==> src/rtl/issue_sched.sv <==
// Dual-issue in-order issue scheduler: RAW readiness against EX1..EX3 writers,
// in-flight writer tracking, forwarding packets and registered operand selects.

package issue_sched_pkg;
    // Each select names the stage the producer occupies once the consumer sits in EX1.
    typedef enum logic [2:0] {
        FWD_NONE,
        FWD_EX2_I0,
        FWD_EX2_I1,
        FWD_EX3_I0,
        FWD_EX3_I1,
        FWD_WB_I0,
        FWD_WB_I1
    } fwd_src_t;

    typedef struct packed {
        logic       valid;
        logic [4:0] addr;
        logic [1:0] lat;
        logic       ready;
    } fwd_lane_t;

    typedef struct packed {
        fwd_lane_t i1;
        fwd_lane_t i0;
    } fwd_pkt_t;
endpackage

// Forwarding initiator for one source operand: youngest matching writer wins.
module fwd_init
    import issue_sched_pkg::*;
(
    input  logic [4:0] rs,
    input  fwd_pkt_t   ex1_p,
    input  fwd_pkt_t   ex2_p,
    input  fwd_pkt_t   ex3_p,
    output logic       rdy,
    output fwd_src_t   src
);
    logic unused_lat;
    assign unused_lat = ^{ex1_p.i0.lat, ex1_p.i1.lat, ex2_p.i0.lat,
                          ex2_p.i1.lat, ex3_p.i0.lat, ex3_p.i1.lat};

    always_comb begin
        rdy = 1'b1;
        src = FWD_NONE;
        if (rs != 5'd0) begin
            if (ex1_p.i1.valid && ex1_p.i1.addr == rs) begin
                rdy = ex1_p.i1.ready;
                src = FWD_EX2_I1;
            end else if (ex1_p.i0.valid && ex1_p.i0.addr == rs) begin
                rdy = ex1_p.i0.ready;
                src = FWD_EX2_I0;
            end else if (ex2_p.i1.valid && ex2_p.i1.addr == rs) begin
                rdy = ex2_p.i1.ready;
                src = FWD_EX3_I1;
            end else if (ex2_p.i0.valid && ex2_p.i0.addr == rs) begin
                rdy = ex2_p.i0.ready;
                src = FWD_EX3_I0;
            end else if (ex3_p.i1.valid && ex3_p.i1.addr == rs) begin
                rdy = ex3_p.i1.ready;
                src = FWD_WB_I1;
            end else if (ex3_p.i0.valid && ex3_p.i0.addr == rs) begin
                rdy = ex3_p.i0.ready;
                src = FWD_WB_I0;
            end
        end
    end
endmodule

module issue_sched
    import issue_sched_pkg::*;
#(
    parameter int CNT_W = 32
) (
    input  logic             clk,
    input  logic             rst,
    input  logic             i0_valid,
    input  logic             i1_valid,
    input  logic [4:0]       i0_rs1,
    input  logic [4:0]       i0_rs2,
    input  logic [4:0]       i0_rd,
    input  logic [4:0]       i1_rs1,
    input  logic [4:0]       i1_rs2,
    input  logic [4:0]       i1_rd,
    input  logic             i0_we,
    input  logic             i1_we,
    input  logic [1:0]       i0_lat,
    input  logic [1:0]       i1_lat,
    input  logic             ex_stall,
    input  logic             flush,
    output logic             issue_i0,
    output logic             issue_i1,
    output logic             bundle_done,
    output fwd_src_t         i0_rs1_src,
    output fwd_src_t         i0_rs2_src,
    output fwd_src_t         i1_rs1_src,
    output fwd_src_t         i1_rs2_src,
    output fwd_pkt_t         ex1_fwd_p,
    output fwd_pkt_t         ex2_fwd_p,
    output fwd_pkt_t         ex3_fwd_p,
    output logic [CNT_W-1:0] stall_cnt
);
    // Stage index 0..2 = EX1..EX3, lane index 0/1 = i0/i1.
    logic       st_valid [3][2];
    logic [4:0] st_addr  [3][2];
    logic [1:0] st_lat   [3][2];

    logic       pending;
    logic       go, i1_v, pair_raw;
    logic       rdy_01, rdy_02, rdy_11, rdy_12;
    fwd_src_t   src_01, src_02, src_11, src_12;
    logic       ins_valid [2];
    logic [4:0] ins_addr  [2];
    logic [1:0] ins_lat   [2];

    function automatic fwd_lane_t mk_lane(input logic v, input logic [4:0] a,
                                          input logic [1:0] l, input logic r);
        fwd_lane_t f;
        f.valid = v;
        f.addr  = a;
        f.lat   = l;
        f.ready = r;
        return f;
    endfunction

    // Stored latency is already clamped to 2, so EX2 readiness is simply lat < 2.
    always_comb begin
        ex1_fwd_p.i0 = mk_lane(st_valid[0][0], st_addr[0][0], st_lat[0][0], st_lat[0][0] == 2'd0);
        ex1_fwd_p.i1 = mk_lane(st_valid[0][1], st_addr[0][1], st_lat[0][1], st_lat[0][1] == 2'd0);
        ex2_fwd_p.i0 = mk_lane(st_valid[1][0], st_addr[1][0], st_lat[1][0], st_lat[1][0] < 2'd2);
        ex2_fwd_p.i1 = mk_lane(st_valid[1][1], st_addr[1][1], st_lat[1][1], st_lat[1][1] < 2'd2);
        ex3_fwd_p.i0 = mk_lane(st_valid[2][0], st_addr[2][0], st_lat[2][0], 1'b1);
        ex3_fwd_p.i1 = mk_lane(st_valid[2][1], st_addr[2][1], st_lat[2][1], 1'b1);
    end

    fwd_init u_fi_01 (.rs(i0_rs1), .ex1_p(ex1_fwd_p), .ex2_p(ex2_fwd_p), .ex3_p(ex3_fwd_p), .rdy(rdy_01), .src(src_01));
    fwd_init u_fi_02 (.rs(i0_rs2), .ex1_p(ex1_fwd_p), .ex2_p(ex2_fwd_p), .ex3_p(ex3_fwd_p), .rdy(rdy_02), .src(src_02));
    fwd_init u_fi_11 (.rs(i1_rs1), .ex1_p(ex1_fwd_p), .ex2_p(ex2_fwd_p), .ex3_p(ex3_fwd_p), .rdy(rdy_11), .src(src_11));
    fwd_init u_fi_12 (.rs(i1_rs2), .ex1_p(ex1_fwd_p), .ex2_p(ex2_fwd_p), .ex3_p(ex3_fwd_p), .rdy(rdy_12), .src(src_12));

    // i1 is meaningless without i0; the pair check keeps i1 off a same-bundle producer.
    always_comb begin
        go          = ~ex_stall & ~flush;
        i1_v        = i1_valid & i0_valid;
        pair_raw    = i0_we & (i0_rd != 5'd0) & ((i1_rs1 == i0_rd) | (i1_rs2 == i0_rd));
        issue_i0    = go & i0_valid & ~pending & rdy_01 & rdy_02;
        issue_i1    = go & i1_v & rdy_11 & rdy_12 & (pending | (issue_i0 & ~pair_raw));
        bundle_done = go & (~i0_valid | issue_i0 | pending) & (~i1_v | issue_i1);
    end

    always_comb begin
        ins_valid[0] = issue_i0 & i0_we & (i0_rd != 5'd0);
        ins_valid[1] = issue_i1 & i1_we & (i1_rd != 5'd0);
        ins_addr[0]  = ins_valid[0] ? i0_rd : 5'd0;
        ins_addr[1]  = ins_valid[1] ? i1_rd : 5'd0;
        ins_lat[0]   = !ins_valid[0] ? 2'd0 : ((i0_lat == 2'd3) ? 2'd2 : i0_lat);
        ins_lat[1]   = !ins_valid[1] ? 2'd0 : ((i1_lat == 2'd3) ? 2'd2 : i1_lat);
    end

    always_ff @(posedge clk or posedge rst) begin
        if (rst) begin
            for (int s = 0; s < 3; s++) begin
                for (int l = 0; l < 2; l++) begin
                    st_valid[s][l] <= 1'b0;
                    st_addr[s][l]  <= 5'd0;
                    st_lat[s][l]   <= 2'd0;
                end
            end
        end else if (!ex_stall) begin
            for (int l = 0; l < 2; l++) begin
                st_valid[2][l] <= st_valid[1][l];
                st_addr[2][l]  <= st_addr[1][l];
                st_lat[2][l]   <= st_lat[1][l];
                st_valid[1][l] <= st_valid[0][l];
                st_addr[1][l]  <= st_addr[0][l];
                st_lat[1][l]   <= st_lat[0][l];
                st_valid[0][l] <= ins_valid[l];
                st_addr[0][l]  <= ins_addr[l];
                st_lat[0][l]   <= ins_lat[l];
            end
        end
    end

    // A flush kills the waiting i1, so it clears pending even under a freeze.
    always_ff @(posedge clk or posedge rst) begin
        if (rst) begin
            pending <= 1'b0;
        end else if (flush) begin
            pending <= 1'b0;
        end else if (!ex_stall) begin
            if (issue_i1)
                pending <= 1'b0;
            else if (issue_i0 && i1_v)
                pending <= 1'b1;
        end
    end

    always_ff @(posedge clk or posedge rst) begin
        if (rst) begin
            i0_rs1_src <= FWD_NONE;
            i0_rs2_src <= FWD_NONE;
            i1_rs1_src <= FWD_NONE;
            i1_rs2_src <= FWD_NONE;
        end else if (!ex_stall) begin
            i0_rs1_src <= issue_i0 ? src_01 : FWD_NONE;
            i0_rs2_src <= issue_i0 ? src_02 : FWD_NONE;
            i1_rs1_src <= issue_i1 ? src_11 : FWD_NONE;
            i1_rs2_src <= issue_i1 ? src_12 : FWD_NONE;
        end
    end

    always_ff @(posedge clk or posedge rst) begin
        if (rst)
            stall_cnt <= '0;
        else if (i0_valid && go && !bundle_done)
            stall_cnt <= stall_cnt + 1'b1;
    end
endmodule

==> config.mk <==
export PLATFORM = sky130hd
export DESIGN_NAME = issue_sched
export DESIGN_NICKNAME = d
export VERILOG_FILES = /design/src/rtl/issue_sched.sv
export SDC_FILE = /design/constraint.sdc
export NUM_CORES = 1
export LEC_CHECK = 0
export CAP_MARGIN = 40
export CORE_MARGIN = 2
export CORE_UTILIZATION = 40
export DETAILED_ROUTE_END_ITERATION = 16
export HOLD_SLACK_MARGIN = 0.05
export PLACE_DENSITY = 0.68
export SETUP_SLACK_MARGIN = 0.1
export SLEW_MARGIN = 25
export SYNTH_ARGS = -nofsm -noshare
export SYNTH_HDL_FRONTEND = slang
export SYNTH_HIERARCHICAL = 1
export SYNTH_SLANG_ARGS = --single-unit
export TNS_END_PERCENT = 100
==> constraint.sdc <==
create_clock -name clk -period 4.3 [get_ports clk]
set_clock_uncertainty 0.15 [all_clocks]
set_input_delay 1.075 -clock clk [delete_from_list [all_inputs] [get_ports clk]]
set_output_delay 1.075 -clock clk [all_outputs]
set_load 0.005 [all_outputs]
==> metrics.md, run 1 <==
| Metric | Value |
|---|---|
| H-tree Lvls | 3 |
| Main synth FF type | dfrtp_1 |
| Post-CTS Hold Buffers | 0 |
| ANT cells | 0 |
| Root Driver | clkbuf_16 |
| Standard-cell rows | 46 |
| Unrepaired setup endpoints after global routing | true |
| Worst-path cell chain | buf_8, buf_6, xor2_1, nor4_2, buf_4, and3_4, a311oi_2, o211ai_1, nand2_1, a22oi_2, o21ai_1, a31oi_1, buf_2 |
| CP startpoint kind | primary input |
| Crit. End Element | output port |
| Crit-path max FO | 4 |
| Peak supply drop | 188.0 µV |
| Largest net degree at the start of global routing | 67 |
| Slew headroom | 0.5070 |
| Count of cell types in the netlist | 51 |
| Total GRT Usage | 0.2518 |
| Static Leak | 4.127 nW |
| Global-route wire length before repair | 32510 µm |
| Final Setup Violations | 2 |
| Crit path arrival time | 3.27 ns |
| Max-slew violation count | 0 |
| Buf+Inv Stages, Crit Path | 4 |
| Hold crit path type | reg -> reg |
| Setup CP Type | in -> out |
| Register Area | 2327 µm² |
| Drt pass-1 iters | 5 |
| Max_cap viols | 0 |
| Worst Tran Pin Value | 0.7395 ns |
| Violated checks | setup timing |
| DRC Markers | 0 |
| Pwr/cell area | 232.1 nW/µm² |
| Synth top area cells | dfrtp_1 37%, xor2_1 15%, xnor2_1 7.3% |
| Chip width | 130.1 µm |
| CTS Buf Count | 9 |
| Post-layout net count | 889 |
| DR WL/cell | 19.56 µm |
| Drt initial violations | 281 |
| Worst hold slack | 0.3331 ns |
| Vias in the first global route | 5883 |
| Clk Latency, worst-skew pair | 0.36 ns |
| Hold path start | stall_cnt[31] |
| Top delay family on crit path | compound AO/OA/AOI/OAI gates |
| Seq/Total Area, Yosys | 0.3661 |
| Critical Path Max Stage Delay | 0.38 ns |
| Clk buf depth | 2 |
| Starting density of the core | 0.4046 |
| Routed Antenna Nets | 0 |
| Final cell count without fillers | 1067 |
| CTS Sinks | 93 |
| Antenna violations before repair | 0 |
| Die H | 130.1 µm |
| Run status | finished, violations left |
| Fillers | 1324 |
| Post-synth top area share | 0.3661 |
| Vias | 5757 |
| Mapped Avg Cell Area | 10.39 µm² |
| Vias per cell | 5.396 |
| CP startpoint | i1_rs1[4] |
| Port Buffers | 140 |
| Min Tclk post-route | 4.492 ns |
| Final Cycle Share | 1.045 |
| Fmax | 0.2226 GHz |
| EDFF count, synth | 0 |
| CTS tree | built |
| CP required | 3.07 ns |
| Placed cells | 1032 |
| Area leader, netlist | dfrtp_1 |
| Area of the multi-input gates | 3969 µm² |
| Post-Syn Area | 6357 µm² |
| Syn Inst Count | 612 |
| Slowest-stage cell, CP | nor4_2 |
| PnR worst setup slack | -0.1919 ns |
| Critical R2R Launch | ex2_fwd_p[7] |
| Yosys reg bits | 93 |
| CTS clk-pin slew, worst paths | 0.08 ns |
| GP Congestion | 0.8794 |
| Core Region | 15710 µm² |
| Total grt overflow | 0 |
| Count of final hold-check violations | 0 |
| Layout cells sized above 1 | 0.2973 |
| Hpwl dp | 15260 µm |
| Die area | 16920 µm² |
| Drt total wl | 20870 µm |
| Util after Layout | 0.5864 |
| Warnings, synthesis | 6 |
| Ports | 143 |
| Area growth syn-to-layout | 44.93% |
| FFs w/ async S/R, synth | 1.000 |
| Power Total | 2.139 mW |
[final timing paths]
kind | cells past startpoint | slack (ns) | to
worst max-delay path | 13 | -0.19 | bundle_done
worst min-delay path | 1 | 0.33 | stall_cnt[31]
worst max register to register | 14 | 0.77 | stall_cnt[13]
worst min register to register | 1 | 0.33 | stall_cnt[31]
max in group asynchronous | 3 | 2.36 | ex2_fwd_p[11]
min in group asynchronous | 2 | 0.91 | ex2_fwd_p[6]
[layer usage]
metal | wire, µm | vias to the layer above | GRT usage
met2 | 10300 | 176 | 0.4219
met5 | 0 | - | 0
met3 | 1045 | 28 | 0.05576
met4 | 335 | 0 | 0.07211
met1 | 9189 | 2913 | 0.3282
li1 | - | 2640 | -
[power by group]
part           switching, mW  internal, mW
Combinational          0.179         0.198
Sequential            0.0481         0.891
Clock                  0.409         0.414
[logic make-up after synthesis]
kind of cell | synth area share
adder cells (fa/ha/maj) | 0.001968
multiplexers | 0.06022
XOR/XNOR | 0.2230
buffers and inverters | 0.05373
AND/OR/NAND/NOR | 0.1884
AO/OA/AOI/OAI | 0.1061
flip-flops | 0.3661
other | 0.0005899
[what timing repair did]
| item | CTS | global route |
|---|---|---|
| endpoints found under the setup margin | 22 | 3 |
| pin swaps | 24 | 16 |
| gates resized for setup | 129 | 43 |
| hold endpoints to repair | 0 | 0 |
| setup buffers | 14 | 6 |
[cell type report]
type | instances | share of cell area
Clock inverter | 7 | 0.008691
Multi-Input combinational cell | 483 | 0.4307
Tap cell | 216 | 0.02933
Timing Repair Buffer | 248 | 0.2496
Sequential cell | 93 | 0.2526
Inverter | 11 | 0.004617
Clock buffer | 9 | 0.02444
[synth_stat cells (5+ instances only)]
master,n
o21ai_0,12
a22o_1,18
and4_1,5
buf_6,17
nand3_1,31
mux2_2,34
xnor2_1,53
xor2_1,107
o211ai_1,12
a32o_1,6
and3_1,16
and2_1,6
nor4_2,9
a21oi_1,8
nor4_1,17
nor3_2,9
inv_1,11
nand4_1,16
dfrtp_1,93
nor2_1,19
nand2_1,39
nor3_1,6
buf_4,7
[state kept, by name, summed over array words and instances, names as in the netlist]
register / count
i1_rs1_src: 3
i0_rs2_src: 3
ex3_fwd_p: 16
i0_rs1_src: 3
stall_cnt: 32
ex2_fwd_p: 16
ex1_fwd_p: 16
i1_rs2_src: 3
pending: 1
[worst register-to-register path: cells and delay by family (launching register included)]
kind / cells / cell delay (ns)
buf+inv: 3 / 0.40
compound gates: 4 / 0.55
flops: 1 / 0.59
simple gates: 5 / 1.33
xor+xnor: 2 / 0.40
[metrics by stage]
stage / area [µm²] / worst slack, ns / setup TNS, ns
after floorplan: 6397 / 0.01278 / 0
final: 9214 / -0.1919 / -0.2685
after CTS: 8974 / -0.1245 / -0.2278
after global placement: 8458 / -1.151 / -8.919
after detailed placement: 8458 / -1.201 / -11.63
after global routing: 9214 / -0.2642 / -0.4108
[cells in the final DEF, fill, tap and decap left out, types with 11 or more instances in the layout]
| cell | count |
|---|---|
| nand2_1 | 38 |
| and3_1 | 15 |
| buf_6 | 16 |
| buf_4 | 95 |
| nor4_2 | 21 |
| a22o_1 | 18 |
| clkdlybuf4s50_1 | 116 |
| dfrtp_1 | 93 |
| o211ai_1 | 12 |
| nand3_1 | 26 |
| o21ai_0 | 11 |
| xor2_1 | 102 |
| xnor2_1 | 52 |
| mux2_2 | 32 |
| nor2_1 | 19 |
| nand4_1 | 16 |
No activity file was read; power rests on OpenSTA's default activity.
==> run 2, diff against run 1 <==
--- a/config.mk
+++ b/config.mk
@@ -12,6 +12,7 @@
 export HOLD_SLACK_MARGIN = 0.05
 export PLACE_DENSITY = 0.68
 export SETUP_SLACK_MARGIN = 0.1
+export SKIP_CTS_REPAIR_TIMING = 1
 export SLEW_MARGIN = 25
 export SYNTH_ARGS = -nofsm -noshare
 export SYNTH_HDL_FRONTEND = slang
==> run 2 against run 1 <==
Net effect:
- sequential cell count unchanged
- utilization down 1.6 points
- power down 1.1%
- count of clock-buffer cells in the layout unchanged
- the run still ends with setup timing left
- cell count down 1.0%
- routed wire length down 2.8%
- largest power group unchanged
- non-clock buffer count down 11
- sequential share of layout area up 0.69 points
==> metrics.md, run 2 (synthesis results as in run 1) <==
| Metric | Value |
|---|---|
| Die H | 130.1 µm (unchanged) |
| DRC Markers | 0 (unchanged) |
| CP startpoint | i1_rs2[2] |
| Net Sw Frac | 0.2969 (-0.0005160) |
| Fillers | 1343 (+1.4%) |
| Largest net degree at the start of global routing | 67 (unchanged) |
| Vias in the first global route | 5712 (-2.9%) |
| Antenna violations before repair | 0 (unchanged) |
| Global-route wire length before repair | 31200 µm (-4.0%) |
| PnR worst setup slack | -0.2223 ns (-0.03046 ns) |
| Hold path start | stall_cnt[31] |
| Layout cells sized above 1 | 0.2643 (-0.03301) |
| Net Sw Power | 627.9 µW (-1.3%) |
| FF-to-FF End | stall_cnt[13] |
| CTS tree | built |
| Hpwl dp | 15260 µm (unchanged) |
| Drt total wl | 20290 µm (-2.8%) |
| GP Congestion | 0.8794 (unchanged) |
| Max reg flops | 32 (unchanged) |
| Hold Crit Depth | 1 (unchanged) |
| Slew headroom | 0.5112 (+0.004267) |
| Setup CP Type | in -> out |
| Die area | 16920 µm² (unchanged) |
| Clk buf depth | 2 (unchanged) |
| GR Util met3 | 0.04797 (-0.007790) |
| Total grt overflow | 0 (unchanged) |
| Seq pwr share | 0.443 (+0.004) |
| Power Total | 2.115 mW (-1.1%) |
| Fmax | 0.2211 GHz (-0.67%) |
| Drt pass-1 iters | 4 (-1) |
| Violated checks | setup timing |
| Unrepaired setup endpoints after global routing | true |
| Crit path arrival time | 3.30 ns (+0.03 ns) |
| Vias per cell | 5.372 (-0.43%) |
| Peak supply drop | 187.7 µV (-0.13%) |
| Max-slew violation count | 0 (unchanged) |
| Vias | 5673 (-1.5%) |
| Clock network power share | 0.390 (+0.005) |
| Hold crit path type | reg -> reg |
| CTS Buf Count | 9 (unchanged) |
| Worst-path cell chain | dlymetal6s2s_1, buf_4, xor2_1, nor4_2, and3_1, a311oi_2, o211ai_1, nand2_1, a22oi_2, o21ai_1, a31oi_1, buf_2 |
| Routed Antenna Nets | 0 (unchanged) |
| GR Util met2 | 0.4013 (-0.02063) |
| CP startpoint kind | primary input |
| Ports | 143 (unchanged) |
| Critical Path Max Stage Delay | 0.43 ns (+0.05 ns) |
| Chip width | 130.1 µm (unchanged) |
| Setup tns final | -0.5010 ns (-0.2326 ns) |
| Clk Latency, worst-skew pair | 0.36 ns (about the same) |
| Gr busiest metal | met2 |
| Pwr/cell area | 235.8 nW/µm² (+1.6%) |
| Worst Hold Path EP | stall_cnt[31] |
| Crit-path max FO | 5 (+1) |
| Most common cell after layout, fill and taps aside | clkdlybuf4s50_1 |
| Final Cycle Share | 1.052 (+0.007083) |
| Core Region | 15710 µm² (unchanged) |
| Met1 Use GR | 0.3194 (-0.008884) |
| Slowest-stage cell, CP | nor4_2 |
| Commonest cells after routing, fill and taps aside | 117 x clkdlybuf4s50_1, 105 x xor2_1, 93 x dfrtp_1, 90 x buf_4, 53 x xnor2_1 |
| Largest reg by FF count | stall_cnt |
| Crit. End Element | output port |
| Depth of the most critical reg-to-reg path | 13 (-1) |
| Post-layout net count | 878 (-1.2%) |
| Root Driver | clkbuf_16 |
| Total GRT Usage | 0.2408 (-0.01101) |
| Static Leak | 4.093 nW (-0.83%) |
| Final Setup Violations | 3 (+1) |
| Standard-cell rows | 46 (unchanged) |
| Min Tclk post-route | 4.522 ns (+0.03046 ns) |
| Max_cap viols | 0 (unchanged) |
| Area growth syn-to-layout | 41.09% |
| ANT cells | 0 (unchanged) |
| Combinational Power Share | 0.167 (-0.009) |
| Count of final hold-check violations | 0 (unchanged) |
| Critical R2R Launch | ex2_fwd_p[5] |
| Run status | finished, violations left |
| DR WL/cell | 19.21 µm (-1.8%) |
| H-tree Lvls | 3 (unchanged) |
| Port Buffers | 140 (unchanged) |
| CP required | 3.07 ns (about the same) |
| Drt initial violations | 250 (-11%) |
| Power Internal | 1.487 mW (-1.0%) |
| CTS Sinks | 93 (unchanged) |
| Reg2Reg Setup Slack | 0.96 ns (+0.19 ns) |
| Worst Tran Pin Value | 0.7331 ns (-0.006402 ns) |
| Util after Layout | 0.5709 (-0.01553) |
| CTS clk-pin slew, worst paths | 0.08 ns (about the same) |
| Worst hold slack | 0.3331 ns (-0.000007000 ns) |
| Starting density of the core | 0.4046 (unchanged) |
==> run 2: changes by cell type in the layout (fill, tap and decap cells not counted), moves of 4 or more <==
cell,before,now
buf_6,16,5
dlymetal6s2s_1,1,10
clkbuf_2,1,6
nand3_1,26,30
buf_12,6,2
buf_4,95,90
==> run 2: through the flow <==
stage,setup slack [ns],cells,instance area [µm²]
CTS,-1.223,1048,8763
global placement,-1.151,1032,8458
finish,-0.2223,1056,8970
detailed placement,-1.201,1032,8458
floorplan,0.01278,621,6397
global route,-0.3263,1056,8970
==> run 2: final cells by class <==
type / count / area (µm²) / area share
multi-input cells: 483 / 3871 / 0.4316
well taps: 216 / 270.3 / 0.03013
clock inverters: 7 / 80.08 / 0.008927
inverters: 11 / 42.54 / 0.004743
clock buffers: 9 / 225.2 / 0.02511
flip-flops and latches: 93 / 2327 / 0.2595
repair buffers: 237 / 2153 / 0.2401
==> run 2: worst max path at each step <==
| stage | end | slack, ns | cells past startpoint |
|---|---|---|---|
| final | bundle_done | -0.22 | 12 |
| after global routing | issue_i1 | -0.33 | 12 |
| after CTS | issue_i1 | -1.22 | 12 |
| after detailed placement | issue_i1 | -1.20 | 12 |
| after global placement | issue_i1 | -1.15 | 12 |
| after floorplan | issue_i1 | 0.01 | 11 |
==> run 2: worst max-delay path: cells and delay by family <==
| kind | cells | cell delay [ns] |
|---|---|---|
| AND/OR/NAND/NOR | 3 | 0.79 |
| AO/OA/AOI/OAI | 5 | 0.72 |
| buffers and inverters | 3 | 0.53 |
| XOR/XNOR | 1 | 0.17 |
==> run 2: routing by layer <==
| metal | share of wire | vias up |
|---|---|---|
| met5 | 0 | - |
| met4 | 0.019 | 0 |
| met3 | 0.048 | 26 |
| met2 | 0.49 | 158 |
| met1 | 0.45 | 2863 |
| li1 | - | 2626 |
==> run 2: power by group through the flow <==
stage / clock, mW / combinational, mW / sequential [mW]
after floorplan: 0 / 0.187 / 0.939
after global placement: 0 / 0.328 / 0.953
after detailed placement: 0 / 0.334 / 0.953
after CTS: 0.834 / 0.336 / 0.936
after global routing: 0.870 / 0.383 / 0.941
final: 0.824 / 0.354 / 0.937
==> run 3, diff against run 2 <==
--- a/config.mk
+++ b/config.mk
@@ -6,11 +6,13 @@
 export NUM_CORES = 1
 export LEC_CHECK = 0
 export CAP_MARGIN = 40
+export CELL_PAD_IN_SITES_DETAIL_PLACEMENT = 0
+export CELL_PAD_IN_SITES_GLOBAL_PLACEMENT = 2
 export CORE_MARGIN = 2
-export CORE_UTILIZATION = 40
+export CORE_UTILIZATION = 29
 export DETAILED_ROUTE_END_ITERATION = 16
 export HOLD_SLACK_MARGIN = 0.05
-export PLACE_DENSITY = 0.68
+export PLACE_DENSITY = 0.86
 export SETUP_SLACK_MARGIN = 0.1
 export SKIP_CTS_REPAIR_TIMING = 1
 export SLEW_MARGIN = 25
==> run 3 against run 2 <==
Net effect:
- the run still ends with setup timing left
- power down 1.0%
- worst hold slack worse by 0.017 ns
- sequential cell count stayed put
- first-iteration DRC count is 3.2% higher
- design area grew 1.9%
- routed wire length rose by 1.9%
- via count down 2.4%
- sequential share of layout area decreased by 0.48 points
==> metrics.md, run 3 (synthesis results as in run 1) <==
| Metric | Value |
|---|---|
| Commonest cells after routing, fill and taps aside | 116 x clkdlybuf4s50_1, 104 x xor2_1, 99 x buf_4, 93 x dfrtp_1, 53 x xnor2_1 |
| Crit path arrival time | 3.27 ns (-0.03 ns) |
| Fillers | 2104 (+57%) |
| Violated checks | setup timing |
| Pwr/cell area | 229.0 nW/µm² (-2.9%) |
| Peak supply drop | 216.9 µV (+16%) |
| CTS tree | built |
| Static Leak | 4.183 nW (+2.2%) |
| Vias in the first global route | 5525 (-3.3%) |
| Run status | finished, violations left |
| Max_cap viols | 0 (unchanged) |
| Max reg flops | 32 (unchanged) |
| Critical Path Max Stage Delay | 0.34 ns (-0.09 ns) |
| Layout cells sized above 1 | 0.2667 (+0.002459) |
| Count of final hold-check violations | 0 (unchanged) |
| Min Tclk post-route | 4.497 ns (-0.02544 ns) |
| Routed Antenna Nets | 0 (unchanged) |
| Largest reg by FF count | stall_cnt |
| CTS clk-pin slew, worst paths | 0.08 ns (about the same) |
| Total GRT Usage | 0.1752 (-0.06555) |
| GP Congestion | 0.8606 (-2.1%) |
| Setup CP Type | in -> out |
| Crit. End Element | output port |
| Global-route wire length before repair | 31950 µm (+2.4%) |
| Final Cycle Share | 1.046 (-0.005916) |
| CTS Buf Count | 9 (unchanged) |
| DR WL/cell | 18.28 µm (-4.9%) |
| Chip width | 152.1 µm (+17%) |
| Final cell count without fillers | 1131 (+7.1%) |
| Worst Tran Pin Value | 0.7342 ns (+0.001115 ns) |
| Area growth syn-to-layout | 43.77% |
| Fmax | 0.2224 GHz (+0.57%) |
| Drt total wl | 20670 µm (+1.9%) |
| Hold crit path type | reg -> reg |
| Placed cells | 1105 (+7.1%) |
| Final instance area | 9140 µm² (+1.9%) |
| Drt pass-1 iters | 4 (unchanged) |
| Root Driver | clkbuf_16 |
| Clk Latency, worst-skew pair | 0.36 ns (about the same) |
| Vias per cell | 4.896 (-8.9%) |
| Die area | 23120 µm² (+37%) |
| Port Buffers | 140 (unchanged) |
| CP startpoint kind | primary input |
| Unrepaired setup endpoints after global routing | true |
| DRC Markers | 0 (unchanged) |
| Final Setup Violations | 3 (unchanged) |
| Crit-path max FO | 6 (+1) |
| Drt initial violations | 258 (+3.2%) |
| Max-slew violation count | 0 (unchanged) |
| Worst-path cell chain | buf_6, xor2_2, nor4_2, buf_4, and4_1, a311oi_2, o211ai_1, nand2_2, nor3_4, o21ai_2, a21oi_2, buf_2 |
| Register Area | 2327 µm² (unchanged) |
| Slew headroom | 0.5105 (-0.0007430) |
| CTS Sinks | 93 (unchanged) |
| Standard-cell rows | 54 (+17%) |
| Vias | 5537 (-2.4%) |
| H-tree Lvls | 3 (unchanged) |
| Total grt overflow | 0 (unchanged) |
| Setup tns final | -0.2983 ns (+0.2027 ns) |
| Most common cell after layout, fill and taps aside | clkdlybuf4s50_1 |
| Hpwl dp | 15920 µm (+4.3%) |
| CP required | 3.07 ns (about the same) |
| Post-layout net count | 889 (+1.3%) |
| Area of the multi-input gates | 3849 µm² (-0.58%) |
| Ports | 143 (unchanged) |
| Clk buf depth | 2 (unchanged) |
| Largest net degree at the start of global routing | 63 (-6.0%) |
| Die H | 152.1 µm (+17%) |
| Starting density of the core | 0.2931 (-0.1115) |
| Placed instance area | 8620 µm² (+1.9%) |
| Slowest-stage cell, CP | nor4_2 |
| Antenna violations before repair | 1 (+1) |
| ANT cells | 0 (unchanged) |
| Reg2Reg Setup Slack | 1.02 ns (+0.06 ns) |
| PnR worst setup slack | -0.1969 ns (+0.02544 ns) |
| Core Region | 21690 µm² (+38%) |
run 3: critical path: cells and delay by family:
family	cells	cell delay (ns)
AND/OR/NAND/NOR	4	0.96
XOR/XNOR	1	0.17
AO/OA/AOI/OAI	4	0.61
buffers and inverters	3	0.45
run 3: where the power goes:
part	internal [mW]	switching, mW	total (mW)
Clock	0.406	0.386	0.792
Sequential	0.891	0.0444	0.936
Combinational	0.191	0.174	0.365
run 3: final timing paths:
path	from	end	depth (start not counted)
max	i0_rs2[4]	issue_i1	12
min	stall_cnt[31]	stall_cnt[31]	1
max reg2reg	ex2_fwd_p[3]	stall_cnt[13]	14
min reg2reg	stall_cnt[31]	stall_cnt[31]	1
max in group asynchronous	rst	ex2_fwd_p[11]	4
min in group asynchronous	rst	ex1_fwd_p[4]	2
run 3: metrics by stage:
step,worst slack (ns),utilization,hold slack (ns),total power [mW]
after CTS,-1.135,0.4108,0.3249,2.102
after floorplan,0.01278,-,0.3147,1.126
after global placement,-1.061,0.3965,0.3119,1.296
after detailed placement,-1.109,0.3974,0.3136,1.301
after global routing,-0.3122,0.4214,0.3518,2.191
final,-0.1969,0.4214,0.3156,2.093
run 3: area by class of cell:
type                    count  area share
well taps                 280     0.03833
inverters                  11    0.004791
repair buffers            248      0.2494
multi-input cells         483      0.4211
flip-flops and latches     93      0.2546
clock buffers               9     0.02464
clock inverters             7    0.007118
run 3: layer usage:
layer | global-route usage | wire length [µm] | vias up
li1 | - | - | 2642
met5 | 0 | 13 | -
met1 | 0.2346 | 9433 | 2727
met2 | 0.2932 | 9949 | 144
met4 | 0.04228 | 283 | 2
met3 | 0.03280 | 991 | 22
==> edit, RTL diff (flow settings as in run 3) <==
Change the parameter `CNT_W` from 32 to 28.
--- a/src/rtl/issue_sched.sv
+++ b/src/rtl/issue_sched.sv
@@ -71,7 +71,7 @@
 module issue_sched
     import issue_sched_pkg::*;
 #(
-    parameter int CNT_W = 32
+    parameter int CNT_W = 28
 ) (
     input  logic             clk,
     input  logic             rst,
Ports: changed (resized stall_cnt); port bits go from 143 to 139. No check against the original RTL was run, so the function may have changed too.
==> edit against run 3 <==
The flow still finishes with violations (setup timing); global-route usage increased by 0.64 points; setup slack worse by 35 ps; worst hold slack better by 9.0 ps; synthesized area shrank 3.6%; synthesized cell count down 4.4%; fmax shrank 0.77%; final area down 3.3%; total power fell by 3.4%; first-iteration DRC count rose by 15%; sequential cell count down 4; routed wire length down 2.1%; critical path type unchanged; highest routed layer is now met4.
==> edit: results (changes against run 3) <==
[outcome]
outcome = finished, violations left  ; unchanged
violations = setup timing  ; unchanged

[logic_synthesis]
synth_top_cells_by_area = dfrtp_1, xor2_1, mux2_2  ; was dfrtp_1, xor2_1, xnor2_1
synth_compound_area_share_pct = 11.0  ; was 10.6%
yosys-top-cells-count = xor2_1, dfrtp_1, xnor2_1, mux2_2  ; was xor2_1, dfrtp_1, xnor2_1, nand2_1, mux2_2
yosysUniqueCellTypes = 54  ; was 51
synth.area.mux_share_pct = 6.43  ; was 6.02%
yosys.area_share.xor_xnor_pct = 22.4  ; was 22.3%
yosysSeqAreaShare_pct = 36.3  ; was 36.6%
synthAdderAreaFrac_pct = 0.204  ; was 0.197%
syn_avg_cell_area_um2 = 10.5  ; was 10.4 um2
yosys_warnings = 6  ; unchanged

[layout]
nets = 854  ; was 889
fillers = 2105  ; was 2,104
largest_reg_flops = 28  ; was 32
diodes = 0  ; unchanged
drive_gt1_share_pct = 26.5  ; was 26.7%
final_util_pct = 42.3  ; was 42.1%
top_register = stall_cnt  ; unchanged

[drt]
drt_wl_total_mm = 20.2  ; was 20.7 mm
highest_layer = met4  ; was met5
wl_met3_mm = 1.35  ; was 991 um
wl_met2_mm = 9.57  ; was 9.95 mm
wl_per_cell_um = 18.5  ; was 18.3 um
route.layer.met1.wl_mm = 8.89  ; was 9.43 mm
dr.first_iter.drc_count = 296  ; was 258
firstDrtPassIters = 5  ; was 4
vias_per_cell = 4.99  ; was 4.90

[power_and_ir_drop]
switching_share_pct = 28.5  ; was 28.9%
combPwrFrac_pct = 18.0  ; was 17.4%
finalPower_uw = 2020  ; was 2090 uW
vdd_drop_max_v = 0.000172  ; was 0.000217 V
p_clk_uw = 762  ; was 792 uW
p_leak_uw = 0.00407  ; was 0.00418 uW

[global_route]
gr-usage-all-layers_pct = 18.2  ; was 17.5%
grt_antenna_before_repair = 1  ; unchanged
grtUsageMet3_pct = 4.28  ; was 3.28%
use_met1_pct = 24.4  ; was 23.5%
grt_pass1_vias = 5351  ; was 5,525
grt_pass1_wl_mm = 30.9  ; was 32.0 mm
met2_usage_pct = 29.1  ; was 29.3%

[timing]
final.setup.worst_slack_ps = -232  ; was -197 ps
setup_viol = 2  ; was 3
finalSetupTns_ps = -395  ; was -298 ps
tightest_slew_ps = 771  ; was 734 ps

[setup_path]
crit_arrival_ps = 3310  ; was 3270 ps
cp_top_family = simple AND/OR/NAND/NOR gates  ; unchanged
r2r_cells = 15  ; was 14

[clock_tree]
clk_latency_ps = 350
clkTransAtPathRegs_ps = 70
cts_buffers = 9  ; unchanged

[placement]
dpl_cell_area_um2 = 8250  ; was 8620 um2
place_inst = 1057  ; was 1,105
dp_hpwl_mm = 15.2  ; was 15.9 mm
dp_slack_ps = -1070  ; was -1110 ps
place.gp.congestion = 0.830  ; was 0.861
portBuffers = 136  ; was 140

-- edit: cell types whose count changed after synthesis, sizes merged, moves of 7 or more --
cell and delta:
nand4 -7, nor4 +7, xnor2 -11, nand2 -12
xor2 +7
-- edit: worst paths after layout --
| kind | from | end | slack [ps] |
|---|---|---|---|
| setup / recovery | i0_rs2[4] | issue_i1 | -230 |
| hold / removal | stall_cnt[27] | stall_cnt[27] | 320 |
| setup reg to reg | ex2_fwd_p[7] | stall_cnt[25] | 850 |
| hold reg to reg | stall_cnt[27] | stall_cnt[27] | 320 |
| max in group asynchronous | rst | i1_rs1_src[0] | 2460 |
| min in group asynchronous | rst | ex1_fwd_p[1] | 830 |
-- edit: cell type report --
class	count	area share, %
Inverter	11	0.481
Multi-Input combinational cell	461	42.2
Clock buffer	10	2.59
Clock inverter	6	0.580
Tap cell	275	3.89
Timing Repair Buffer	239	25.0
Sequential cell	89	25.2
